**src/rtl/interrupt_controller_pkg.sv**
```systemverilog
// Shared CP0 definitions: controller FSM encoding, Status bit positions,
// CP0 register numbers and the fixed-priority helper.
package interrupt_controller_pkg;

  typedef enum logic [1:0] {
    ST_IDLE    = 2'd0,
    ST_TAKE    = 2'd1,
    ST_SERVICE = 2'd2
  } ic_state_t;

  localparam int NUM_LINES    = 4;
  localparam int STATUS_IE    = 0;
  localparam int STATUS_IM_LO = 8;
  localparam int STATUS_IM_HI = 11;

  localparam int CP0_REG_STATUS = 12;
  localparam int CP0_REG_CAUSE  = 13;
  localparam int CP0_REG_EPC    = 14;

  // Lowest set index wins; returns 0 for an empty request vector.
  function automatic logic [1:0] prio_index(input logic [NUM_LINES-1:0] req);
    logic [1:0] idx;
    idx = 2'd0;
    for (int i = NUM_LINES - 1; i >= 0; i--) begin
      if (req[i]) idx = i[1:0];
    end
    return idx;
  endfunction

endpackage

```
**src/rtl/interrupt_controller_if.sv**
```systemverilog
// CPU-facing bundle of the interrupt controller: request lines, CP0 inputs,
// and the exception-entry strobes back to the CPU.
interface interrupt_controller_if;
  logic [3:0]  irq_i;
  logic [31:0] status_i;
  logic        inst_done;
  logic [31:0] pc_i;
  logic        eret;
  logic        EPCWrite;
  logic        CauseWrite;
  logic [1:0]  IntCause;
  logic [31:0] epc_o;
  logic        int_take;
  logic [31:0] vector_o;
  logic        in_service;

  modport master (
    output irq_i, status_i, inst_done, pc_i, eret,
    input  EPCWrite, CauseWrite, IntCause, epc_o, int_take, vector_o, in_service
  );

  modport slave (
    input  irq_i, status_i, inst_done, pc_i, eret,
    output EPCWrite, CauseWrite, IntCause, epc_o, int_take, vector_o, in_service
  );
endinterface

```
**src/rtl/interrupt_controller_irq_edge_latch.sv**
```systemverilog
// Rising-edge detector plus sticky pending register for the interrupt lines.
// A new edge on a line outranks a clear of that same line in the same cycle.
module irq_edge_latch
  import interrupt_controller_pkg::*;
(
  input  logic                 clk,
  input  logic                 rst,
  input  logic [NUM_LINES-1:0] irq_i,
  input  logic                 clr_valid,
  input  logic [1:0]           clr_idx,
  output logic [NUM_LINES-1:0] pending_o
);

  logic [NUM_LINES-1:0] irq_prev_reg;
  logic [NUM_LINES-1:0] pending_reg;
  logic [NUM_LINES-1:0] edge_det;
  logic [NUM_LINES-1:0] clr_mask;

  genvar gi;
  generate
    for (gi = 0; gi < NUM_LINES; gi++) begin : g_line
      assign edge_det[gi] = irq_i[gi] & ~irq_prev_reg[gi];
      assign clr_mask[gi] = clr_valid && (clr_idx == 2'(gi));
    end
  endgenerate

  always_ff @(posedge clk or posedge rst) begin
    if (rst) begin
      irq_prev_reg <= '0;
      pending_reg  <= '0;
    end else begin
      irq_prev_reg <= irq_i;
      pending_reg  <= (pending_reg & ~clr_mask) | edge_det;
    end
  end

  assign pending_o = pending_reg;

endmodule

```
**src/rtl/interrupt_controller.sv**
```systemverilog
// Four-line vectored interrupt controller: masks pending requests with CP0
// Status, picks the lowest line, and sequences IDLE -> TAKE -> SERVICE.
module interrupt_controller
  import interrupt_controller_pkg::*;
#(
  parameter logic [31:0] HANDLER_VECTOR = 32'h0000_0004
) (
  input  logic                   clk,
  input  logic                   rst,
  interrupt_controller_if.slave  bus
);

  ic_state_t            state_reg;
  logic [1:0]           cause_reg;
  logic [31:0]          epc_reg;
  logic [NUM_LINES-1:0] pending;
  logic [NUM_LINES-1:0] eligible;
  logic                 unused_status_bits;

  irq_edge_latch u_edge_latch (
    .clk       (clk),
    .rst       (rst),
    .irq_i     (bus.irq_i),
    .clr_valid (state_reg == ST_TAKE),
    .clr_idx   (cause_reg),
    .pending_o (pending)
  );

  assign eligible = pending & bus.status_i[STATUS_IM_HI:STATUS_IM_LO]
                  & {NUM_LINES{bus.status_i[STATUS_IE]}};
  assign unused_status_bits = ^{bus.status_i[31:STATUS_IM_HI+1],
                                bus.status_i[STATUS_IM_LO-1:STATUS_IE+1]};

  always_ff @(posedge clk or posedge rst) begin
    if (rst) begin
      state_reg <= ST_IDLE;
      cause_reg <= 2'd0;
      epc_reg   <= 32'd0;
    end else begin
      case (state_reg)
        ST_IDLE: begin
          if ((eligible != '0) && bus.inst_done) begin
            state_reg <= ST_TAKE;
            cause_reg <= prio_index(eligible);
            epc_reg   <= bus.pc_i;
          end
        end
        ST_TAKE:    state_reg <= ST_SERVICE;
        ST_SERVICE: if (bus.eret) state_reg <= ST_IDLE;
        default:    state_reg <= ST_IDLE;
      endcase
    end
  end

  // Strobes are pure state decodes so no input can reach an output combinationally.
  assign bus.EPCWrite   = (state_reg == ST_TAKE);
  assign bus.CauseWrite = (state_reg == ST_TAKE);
  assign bus.int_take   = (state_reg == ST_TAKE);
  assign bus.in_service = (state_reg == ST_SERVICE);
  assign bus.IntCause   = cause_reg;
  assign bus.epc_o      = epc_reg;
  assign bus.vector_o   = HANDLER_VECTOR;

endmodule

```
**src/flat_wrapper.sv**
```systemverilog
// flat-port wrapper written by rule: the top's interface ports become plain ports
module interrupt_controller_flat import interrupt_controller_pkg::*;
#(
  parameter logic [31:0] HANDLER_VECTOR = 32'h0000_0004
)
  (clk, rst, bus_irq_i, bus_status_i, bus_inst_done, bus_pc_i, bus_eret, bus_EPCWrite, bus_CauseWrite, bus_IntCause, bus_epc_o, bus_int_take, bus_vector_o, bus_in_service);
  interrupt_controller_if bus_i ();
  input  logic clk;
  input  logic rst;
  input wire logic [$bits(bus_i.irq_i)-1:0] bus_irq_i;
  input wire logic [$bits(bus_i.status_i)-1:0] bus_status_i;
  input wire logic [$bits(bus_i.inst_done)-1:0] bus_inst_done;
  input wire logic [$bits(bus_i.pc_i)-1:0] bus_pc_i;
  input wire logic [$bits(bus_i.eret)-1:0] bus_eret;
  output wire logic [$bits(bus_i.EPCWrite)-1:0] bus_EPCWrite;
  output wire logic [$bits(bus_i.CauseWrite)-1:0] bus_CauseWrite;
  output wire logic [$bits(bus_i.IntCause)-1:0] bus_IntCause;
  output wire logic [$bits(bus_i.epc_o)-1:0] bus_epc_o;
  output wire logic [$bits(bus_i.int_take)-1:0] bus_int_take;
  output wire logic [$bits(bus_i.vector_o)-1:0] bus_vector_o;
  output wire logic [$bits(bus_i.in_service)-1:0] bus_in_service;
  assign bus_i.irq_i = bus_irq_i;
  assign bus_i.status_i = bus_status_i;
  assign bus_i.inst_done = bus_inst_done;
  assign bus_i.pc_i = bus_pc_i;
  assign bus_i.eret = bus_eret;
  assign bus_EPCWrite = bus_i.EPCWrite;
  assign bus_CauseWrite = bus_i.CauseWrite;
  assign bus_IntCause = bus_i.IntCause;
  assign bus_epc_o = bus_i.epc_o;
  assign bus_int_take = bus_i.int_take;
  assign bus_vector_o = bus_i.vector_o;
  assign bus_in_service = bus_i.in_service;
  interrupt_controller #(.HANDLER_VECTOR(HANDLER_VECTOR)) u_core (.clk(clk), .rst(rst), .bus(bus_i));
endmodule
```
**config.mk**
```make
export PLATFORM = sky130hd
export DESIGN_NAME = interrupt_controller_flat
export DESIGN_NICKNAME = d
export VERILOG_FILES = /design/src/rtl/interrupt_controller_pkg.sv /design/src/rtl/interrupt_controller_if.sv /design/src/rtl/interrupt_controller_irq_edge_latch.sv /design/src/rtl/interrupt_controller.sv /design/src/flat_wrapper.sv
export SDC_FILE = /design/constraint.sdc
export NUM_CORES = 1
export LEC_CHECK = 0
export ABC_AREA = 0
export CAP_MARGIN = 30
export CORE_MARGIN = 5
export CORE_UTILIZATION = 35
export CTS_CLUSTER_DIAMETER = 80
export DETAILED_ROUTE_END_ITERATION = 10
export GPL_TIMING_DRIVEN = 0
export HOLD_SLACK_MARGIN = 0.1
export PLACE_DENSITY_LB_ADDON = 0.12
export REMOVE_ABC_BUFFERS = 1
export SYNTH_ARGS = -nofsm -noshare
export SYNTH_HDL_FRONTEND = slang
export SYNTH_SLANG_ARGS = --single-unit
```
**constraint.sdc**
```tcl
create_clock -name clk -period 2.1 [get_ports clk]
set_input_delay 0.315 -clock clk [delete_from_list [all_inputs] [get_ports clk]]
set_output_delay 0.315 -clock clk [all_outputs]
set_load 0.05 [all_outputs]
```
==> reports/results.ini <==
[finish]
final_common_cell=clkdlybuf4s50_1
fin_nets=302
areaGrowthSynthToFinish_pct=42.32
fillCellCount=543
finalNonFillerCells=306
largest_reg_flops=32
utilization_pct=50.43
antenna_cells=0
drive_gt1_share_pct=19.48
layout_common_cells=clkdlybuf4s50_1, dfrtp_1, conb_1, mux2_4, inv_1

[grt]
grt_pass1_wl_um=6472
grt_pass1_vias=1320
antenna_found_initial=0
track_usage_pct=11.16
gr-total-overflow=0
grt_max_degree=29

[placed_design]
place_inst=298
dp_hpwl_um=3173
port_buffers=82
gp_congestion=0.7865
pre_cts_slack_ps=-266.5

[power]
p_per_area_nw_per_um2=1274
p_leak_nw=1.315
ir_drop_v=0.0007103

[critical_path]
path_max_fanout=21
worstSetupPathType=input pin to register
worst-endpoint-arrival_ps=2200
crit_required_ps=2280
reg2regPathDepth=4
end_kind=register
critPathLaunchType=input pin

[synth]
ys_types=17
synth.cell_area_sq_um=2061
netlist_instances=146
synth.area.top_cells=dfrtp_1, mux2_4, buf_4, mux2_2, o21ai_0
yosysTopAreaCell=dfrtp_1
synth_top_area_share_pct=53.43
ys_warn_count=0
ys_ff_latch=44
yosysSeqAreaShare_pct=53.43
syn-mean-instance-area_sq_um=14.11

[clocking]
cts_tree=done
clkTransAtPathRegs_ps=90
root_buffer=clkbuf_8
cts_inserted_buffers=5
htreeDepth=2
cts_buffer_depth=2
cts_setup_buffers=0
numClockSinks=44
worstSkewPairLatency_ps=290

[floorplan]
initial_core_util_pct=35.43
ioPinCount=142
die_w_um=86.73
core_sq_um=5816
dieArea_sq_um=7522
num_rows=28
die_y_um=86.73

[route]
first_iter_violations=15
drc=0
wl_um=4075
vias=1254
viasPerCell=4.098
wire_per_inst_um=13.32
detail-route-antenna-nets=0
drt_pass1_iterations=3

[timing]
hold-worst-slack_ps=317.8
tightest_slew_ps=700.5
finalClockSkew_ps=8.637
final-max-slew-violation-count=0
setup_viol=0
clock.fmax_mhz=494.7
slew_headroom_pct=53.19
period_share_pct=96.26
finalCriticalPeriod_ps=2021
hold_viol=0
setup_ws_ps=78.61
rsz0062_at_grt=false

[outcome]
outcome=finished, final reports clean

[worst_hold_path]
hp-class=input pin to asynchronous set/reset pin

[flow_run]
timing.max_cap.violations=0

## area by class of cell
| type | instances | area, sq um | share of cell area (%) |
|---|---|---|---|
| Sequential cell | 44 | 1101 | 37.54 |
| Timing Repair Buffer | 84 | 857.1 | 29.22 |
| Multi-Input combinational cell | 86 | 749.5 | 25.55 |
| Tap cell | 75 | 93.84 | 3.200 |
| Clock buffer | 6 | 82.58 | 2.816 |
| Inverter | 9 | 33.78 | 1.152 |
| Clock inverter | 2 | 15.01 | 0.5119 |
## metrics by stage
step,power [mW],instance area [sq um],setup TNS (ps)
floorplan,2.568,1884,0
global placement,3.201,2799,-30210
detailed placement,3.215,2839,-4596
CTS,3.785,2933,0
global route,3.923,2933,0
finish,3.735,2933,0
## metal layers
| metal | up-vias | part of all wire [%] | global-route usage [%] | routed length [um] |
|---|---|---|---|---|
| met3 | 2 | 12 | 5.323 | 495 |
| li1 | 593 | - | - | - |
| met2 | 70 | 46 | 17.11 | 1881 |
| met4 | 0 | 0.52 | 3.399 | 21 |
| met1 | 589 | 41 | 13.98 | 1676 |
| met5 | - | 0 | 0 | 0 |
## power breakdown
group / internal, mW / switching, mW / leakage (nW)
clock network: 0.266 / 0.288 / 0.0434
registers: 1.09 / 0.142 / 0.511
logic: 0.750 / 1.20 / 0.760
## cell usage after synthesis
| library cell | instances |
|---|---|
| o21ai_0 | 7 |
| nand4_1 | 1 |
| mux2_4 | 27 |
| mux2_2 | 5 |
| o31ai_1 | 4 |
| buf_4 | 34 |
| a21oi_4 | 1 |
| nand4bb_4 | 1 |
| inv_1 | 9 |
| a32o_1 | 1 |
| conb_1 | 2 |
| nand2b_1 | 2 |
| nand2_1 | 2 |
| o21a_1 | 1 |
| a22oi_1 | 2 |
| buf_6 | 3 |
| dfrtp_1 | 44 |
## cells by family after synthesis
group                  synth area share [%]
buffers and inverters                 15.66
DFF                                   53.43
muxes                                 22.40
AOI/OAI and AO/OA                     5.525
and+or+nand+nor                       2.611
other                                0.3644
## worst paths after layout
check | start | to | slack, ps
min | rst | u_core.bus.epc_o[25]$_DFFE_PP0P_ | 320
min reg2reg | u_core.u_edge_latch.irq_prev_reg[3]$_DFF_PP0_ | u_core.u_edge_latch.pending_o[3]$_DFF_PP0_ | 420
min in group clk | u_core.u_edge_latch.irq_prev_reg[3]$_DFF_PP0_ | u_core.u_edge_latch.pending_o[3]$_DFF_PP0_ | 420
max in group asynchronous | rst | u_core.u_edge_latch.irq_prev_reg[3]$_DFF_PP0_ | 1300
max | bus_status_i[0] | u_core.bus.epc_o[17]$_DFFE_PP0P_ | 80
max reg2reg | u_core.state_reg[0]$_DFFE_PP0P_ | u_core.bus.epc_o[17]$_DFFE_PP0P_ | 140
## worst max-delay path: stages
cell and delay (ps):
clkdlybuf4s50_1 540, nand4bb_4 140, a21oi_4 570, buf_12 270, mux2_2 360
## what timing repair did
action,4_1_cts,5_1_grt
setup endpoints to repair,3,0
resized for setup,3,0
hold buffers,0,0
Power figures use the tool's default switching activity.
